`config.mk`:
```
export PLATFORM = sky130hd
export DESIGN_NAME = backprop_hidden_error_flat
export DESIGN_NICKNAME = d
export VERILOG_FILES = /design/src/rtl/backprop_hidden_error_if.sv /design/src/rtl/backprop_hidden_error.sv /design/src/flat_wrapper.sv
export SDC_FILE = /design/constraint.sdc
export NUM_CORES = 1
export LEC_CHECK = 0
export ABC_AREA = 1
export CAP_MARGIN = 20
export CELL_PAD_IN_SITES_DETAIL_PLACEMENT = 1
export CELL_PAD_IN_SITES_GLOBAL_PLACEMENT = 1
export CORE_ASPECT_RATIO = 0.7
export CORE_MARGIN = 4
export CORE_UTILIZATION = 43
export CTS_CLUSTER_SIZE = 14
export DETAILED_ROUTE_END_ITERATION = 10
export PLACE_DENSITY = 0.82
export SYNTH_ARGS = -nofsm -noshare
export SYNTH_HDL_FRONTEND = slang
export SYNTH_SLANG_ARGS = --single-unit
```
`constraint.sdc`:
```
create_clock -name clk -period 34.4 [get_ports clk]
set_input_delay 3.44 -clock clk [delete_from_list [all_inputs] [get_ports clk]]
set_output_delay 3.44 -clock clk [all_outputs]
set_load 0.005 [all_outputs]
```
`src/rtl/backprop_hidden_error_if.sv`:
```
// Job bus for the hidden-layer error stage: start/delta/weight inputs and
// busy/done/error-sum outputs.
interface backprop_hidden_error_if #(
  parameter int unsigned N_OUT = 5,
  parameter int unsigned N_HID = 4
);
  logic               start;
  logic               sign0   [N_OUT];
  logic [9:0]         delta0  [N_OUT];
  logic signed [9:0]  w1      [N_HID][N_OUT];
  logic               busy;
  logic               done;
  logic signed [15:0] hid_err [N_HID];

  modport master (
    output start, sign0, delta0, w1,
    input  busy, done, hid_err
  );

  modport slave (
    input  start, sign0, delta0, w1,
    output busy, done, hid_err
  );
endinterface

```
`src/rtl/backprop_hidden_error.sv`:
```
// Hidden-layer error sums: one sign/magnitude MAC per clock over the latched
// output deltas and hidden->output weights (thousandths fixed point).
module backprop_hidden_error #(
  parameter int unsigned N_OUT = 5,
  parameter int unsigned N_HID = 4
) (
  input logic                    clk,
  input logic                    rst,
  backprop_hidden_error_if.slave bus
);
  localparam int unsigned IW = (N_OUT > 1) ? $clog2(N_OUT) : 1;
  localparam int unsigned JW = (N_HID > 1) ? $clog2(N_HID) : 1;
  localparam logic [IW-1:0] ILast = IW'(N_OUT - 1);
  localparam logic [JW-1:0] JLast = JW'(N_HID - 1);

  typedef enum logic [1:0] {StIdle, StRun, StDone} state_e;

  state_e state_q, state_d;

  logic               sign0_r  [N_OUT];
  logic [9:0]         delta0_r [N_OUT];
  logic signed [9:0]  w1_r     [N_HID][N_OUT];
  logic signed [15:0] res_q    [N_HID];
  logic signed [15:0] hid_err_q[N_HID];
  logic [IW-1:0]      i_q;
  logic [JW-1:0]      j_q;
  logic [15:0]        acc_q;
  logic               busy_q;
  logic               done_q;

  logic [9:0]  w_sel;
  logic [9:0]  w_abs;
  logic [19:0] mag;
  logic [19:0] quot;
  logic [15:0] term;
  logic        neg;
  logic [15:0] acc_d;
  logic        last_term;

  // Magnitude product then truncating divide, so rounding is toward zero
  // regardless of the term sign. |w| = 512 fits the 10-bit unsigned abs.
  always_comb begin
    w_sel = w1_r[j_q][i_q];
    w_abs = w_sel[9] ? (~w_sel + 10'd1) : w_sel;
    mag   = 20'(delta0_r[i_q]) * 20'(w_abs);
    quot  = mag / 20'd1000;
    term  = quot[15:0];
    neg   = sign0_r[i_q] ^ w_sel[9];
    acc_d = neg ? (acc_q - term) : (acc_q + term);
  end

  assign last_term = (i_q == ILast) && (j_q == JLast);

  always_comb begin
    state_d = state_q;
    unique case (state_q)
      StIdle:  if (bus.start) state_d = StRun;
      StRun:   if (last_term) state_d = StDone;
      StDone:  state_d = StIdle;
      default: state_d = StIdle;
    endcase
  end

  always_ff @(posedge clk) begin
    if (rst) state_q <= StIdle;
    else     state_q <= state_d;
  end

  always_ff @(posedge clk) begin
    if (rst) begin
      busy_q <= 1'b0;
      done_q <= 1'b0;
      i_q    <= '0;
      j_q    <= '0;
      acc_q  <= '0;
      for (int j = 0; j < N_HID; j++) begin
        res_q[j]     <= '0;
        hid_err_q[j] <= '0;
        for (int i = 0; i < N_OUT; i++) w1_r[j][i] <= '0;
      end
      for (int i = 0; i < N_OUT; i++) begin
        sign0_r[i]  <= 1'b0;
        delta0_r[i] <= '0;
      end
    end else begin
      done_q <= 1'b0;
      unique case (state_q)
        StIdle: begin
          // busy also stays up across a back-to-back accept on the done cycle
          busy_q <= bus.start;
          if (bus.start) begin
            sign0_r  <= bus.sign0;
            delta0_r <= bus.delta0;
            w1_r     <= bus.w1;
            i_q      <= '0;
            j_q      <= '0;
            acc_q    <= '0;
          end
        end
        StRun: begin
          if (i_q == ILast) begin
            res_q[j_q] <= acc_d;
            acc_q      <= '0;
            i_q        <= '0;
            j_q        <= j_q + JW'(1);
          end else begin
            acc_q <= acc_d;
            i_q   <= i_q + IW'(1);
          end
        end
        StDone: begin
          done_q    <= 1'b1;
          hid_err_q <= res_q;
        end
        default: ;
      endcase
    end
  end

  assign bus.busy    = busy_q;
  assign bus.done    = done_q;
  assign bus.hid_err = hid_err_q;
endmodule

```
`src/flat_wrapper.sv`:
```
// flat-port wrapper written by rule: the top's interface ports become plain ports
module backprop_hidden_error_flat 
#(
  parameter int unsigned N_OUT = 5,
  parameter int unsigned N_HID = 4
)
  (clk, rst, bus_start, bus_sign0, bus_delta0, bus_w1, bus_busy, bus_done, bus_hid_err);
  backprop_hidden_error_if #(.N_OUT(N_OUT), .N_HID(N_HID)) bus_i ();
  input logic clk;
  input logic rst;
  input wire logic [$bits(bus_i.start)-1:0] bus_start;
  input wire logic [$bits(bus_i.sign0)-1:0] bus_sign0;
  input wire logic [$bits(bus_i.delta0)-1:0] bus_delta0;
  input wire logic [$bits(bus_i.w1)-1:0] bus_w1;
  output wire logic [$bits(bus_i.busy)-1:0] bus_busy;
  output wire logic [$bits(bus_i.done)-1:0] bus_done;
  output wire logic [$bits(bus_i.hid_err)-1:0] bus_hid_err;
  assign bus_i.start = bus_start;
  assign bus_i.sign0 = {>>{bus_sign0}};
  assign bus_i.delta0 = {>>{bus_delta0}};
  assign bus_i.w1 = {>>{bus_w1}};
  assign bus_busy = bus_i.busy;
  assign bus_done = bus_i.done;
  assign bus_hid_err = {>>{bus_i.hid_err}};
  backprop_hidden_error #(.N_OUT(N_OUT), .N_HID(N_HID)) u_core (.clk(clk), .rst(rst), .bus(bus_i));
endmodule
```
==> results by group <==
Final layout
  • Fin util: 0.535
  • Nets@finish: approximately 3900
  • Share of layout cells above drive strength 1: 0.0749
  • Synthesis-to-layout area growth: 22.5%

Synth
  • Synth unique cells: 52
  • Ys async rst share: 0
  • Post-synth net total: 3670
  • Warnings, synthesis: 0
  • Synthesized flop and latch total: ~410
  • Post-Syn Area: about 23000 um2
  • EDFF count, synth: 0
  • Register area share after synthesis: 0.357
  • Syn avg cell area: 7.00 um2
  • Mapped Cells: around 3300
  • Top_reg_cell synth: dfxtp_1

Global routing
  • Busiest grt layer: met2
  • GRT Total Usage: 0.287
  • Gr ovfl total: 0
  • Antenna violations before repair: 11
  • Global Route met2 Usage: 0.444
  • GR met1 Demand/Resource: 0.417
  • GR Util met3: 0.0451
  • First-pass GRT wire length: about 130000 um
  • Largest net degree at the start of global routing: between 150 and 200
  • Vias in the first global route: roughly 23000

Worst setup path
  • Worst Path Max Fanout: 76
  • Most common cell on crit path: nand2_1
  • CP Class: reg2reg
  • Crit path max-delay family: simple AND/OR/NAND/NOR gates
  • Worst Path Required: ~35 ns
  • Bufs and invs on worst path: 12
  • Reg-to-reg slack, setup: about 16 ns
  • Startpoint Class: flip-flop
  • CP Capture Type: flip-flop
  • CP arrival: around 19 ns
  • Worst path slowest cell: buf_4
  • Worst path max stage delay: 0.76 ns

STA
  • Final clock skew: 0.0481 ns
  • Slew Limit Fails: 0
  • Worst hold-check slack: roughly 0.45 ns
  • Worst Tran Pin Value: about 1.0 ns
  • RSZ-0062 raised after global routing: no
  • Slew headroom: 0.331
  • Final setup TNS: 0 ns
  • Setup violators final: 0
  • Fmax: around 55 MHz
  • Hold Vio Cnt, Final: 0
  • Final period utilization: 0.528
  • Final min period: about 18 ns

Clock tree
  • Clk sinks: 408
  • CTS hold repair buffers: 0
  • CTS Buffer Depth: 3
  • H-tree Lvls: 2
  • CTS tree: done
  • Setup Fix Bufs, Post-CTS: 0
  • Post-CTS sizing: 0
  • CTS buffer count: between 40 and 50
  • CTS root buf: clkbuf_16
  • Worst skew pair latency: about 0.58 ns
  • Clock Pin Slew Worst Setup and Hold Paths: approximately 0.060 ns

Routing
  • DR DRC count: 0
  • Vias per inst: 5.47
  • TritonRoute pass-1 iters: 5
  • WL final: ~85000 um
  • Detail Route Antenna Nets: 0
  • Initial DRC Count: approximately 1800
  • WL/cell: 20.2 um
  • Via count: about 23000

Floorplanning
  • Initial Util: 0.437
  • I/O pin count: 324
  • Die Y: between 200 and 250 um
  • Chip width: roughly 280 um
  • Die Area: 57100 um2
  • Core Rows: 70
  • Area of the core: 52500 um2

Placement
  • DP HPWL: around 63000 um
  • PortBufs: around 320
  • RePlAce Congestion: 0.957

Flow run
  • Max Cap Viol: 0

Status
  • Status: complete, no violations

Worst hold path
  • Worst Hold Class: reg2reg
==> sequential cells by signal, indices dropped and copies added (netlist names) <==
name / cells
u_core.acc_q: 16
u_core.bus.busy: 1
u_core.bus.done: 1
u_core.bus.hid_err: 64
u_core.delta0_r: 50
u_core.i_q: 3
u_core.j_q: 2
u_core.res_q: 64
u_core.sign0_r: 5
u_core.state_q: 2
u_core.w1_r: 200
==> cell usage after synthesis, types with 30 or more instances <==
cell type,count,share of area
o21ai_0,499,0.11
o22ai_1,30,0.0082
nor2_1,789,0.13
ha_1,78,0.043
inv_1,283,0.046
fa_1,63,0.055
dfxtp_1,408,0.36
a21oi_1,154,0.034
xor2_1,42,0.016
clkbuf_1,166,0.027
nand2_1,375,0.061
nand2_2,51,0.014
nand3_1,96,0.021
==> worst reg2reg max path, delay by kind of cell, from the launching register on <==
kind	cells	cell delay, ns
AOI/OAI and AO/OA	20	3.57
xor gates and xnor gates	2	1.03
adders and majority gates	8	3.56
buffers and inverters	12	2.23
DFF	1	0.45
and+or+nand+nor	63	7.29
==> layout by cell type (no fill, tap or decap), drive strengths merged, types with 7 or more instances in the layout <==
master / Yosys / layout
nand3: 114 / 114
o21bai: 7 / 7
dfxtp: 408 / 408
a21oi: 156 / 156
fa: 63 / 63
o22ai: 30 / 30
nand2: 439 / 439
o21a: 7 / 7
xor2: 42 / 42
ha: 78 / 78
clkinv: 6 / 13
a22oi: 15 / 15
buf: 6 / 24
clkdlybuf4s50: 0 / 322
nor2: 812 / 812
nand4: 12 / 12
diode: 0 / 10
clkbuf: 166 / 62
inv: 310 / 314
o221ai: 22 / 22
xnor2: 11 / 11
o21ai: 516 / 516
or2: 13 / 13
==> layout make-up <==
type / count / area, um2
multi-input combinational: 2375 / 12900
clock inverter: 16 / 223
inverter: 316 / 1200
tap: 684 / 856
sequential: 408 / 8170
antenna: 10 / 25.0
clock buffer: 62 / 1260
fill: 6651 / 24400
timing repair buffer: 346 / 3420
==> worst paths after layout <==
kind / from / end / cells after the start
setup / recovery: u_core.j_q[0] / u_core.res_q[14] / 105
hold / removal: u_core.res_q[1] / u_core.bus.hid_err[1] / 2
setup reg to reg: u_core.j_q[0] / u_core.res_q[14] / 105
hold reg to reg: u_core.res_q[1] / u_core.bus.hid_err[1] / 2
==> metal layers <==
metal  wire [um]  vias up  share of wire
li1            -    11000              -
met1       40000    11300           0.47
met2       37900      645           0.45
met3        5170      124          0.061
met4        2000        2          0.023
met5           8        -       0.000094
==> cells by family after synthesis <==
family	share of synthesized area
DFF	0.357
xor gates and xnor gates	0.0203
AOI/OAI and AO/OA	0.184
and+or+nand+nor	0.261
buffers and inverters	0.0800
adders and majority gates	0.0977
==> metrics by stage <==
stage	instance area, um2	cells	setup WS, ns
2_1_floorplan	22900	3271	20.07
3_3_place_gp	26500	4126	17.11
3_5_place_dp	26500	4126	16.35
4_1_cts	28000	4204	16.23
5_1_grt	28100	4216	14.60
6_report	28100	4217	16.25
Power is not shown: default switching activity piles up to over one toggle a cycle in this logic, so the estimate is an artifact.
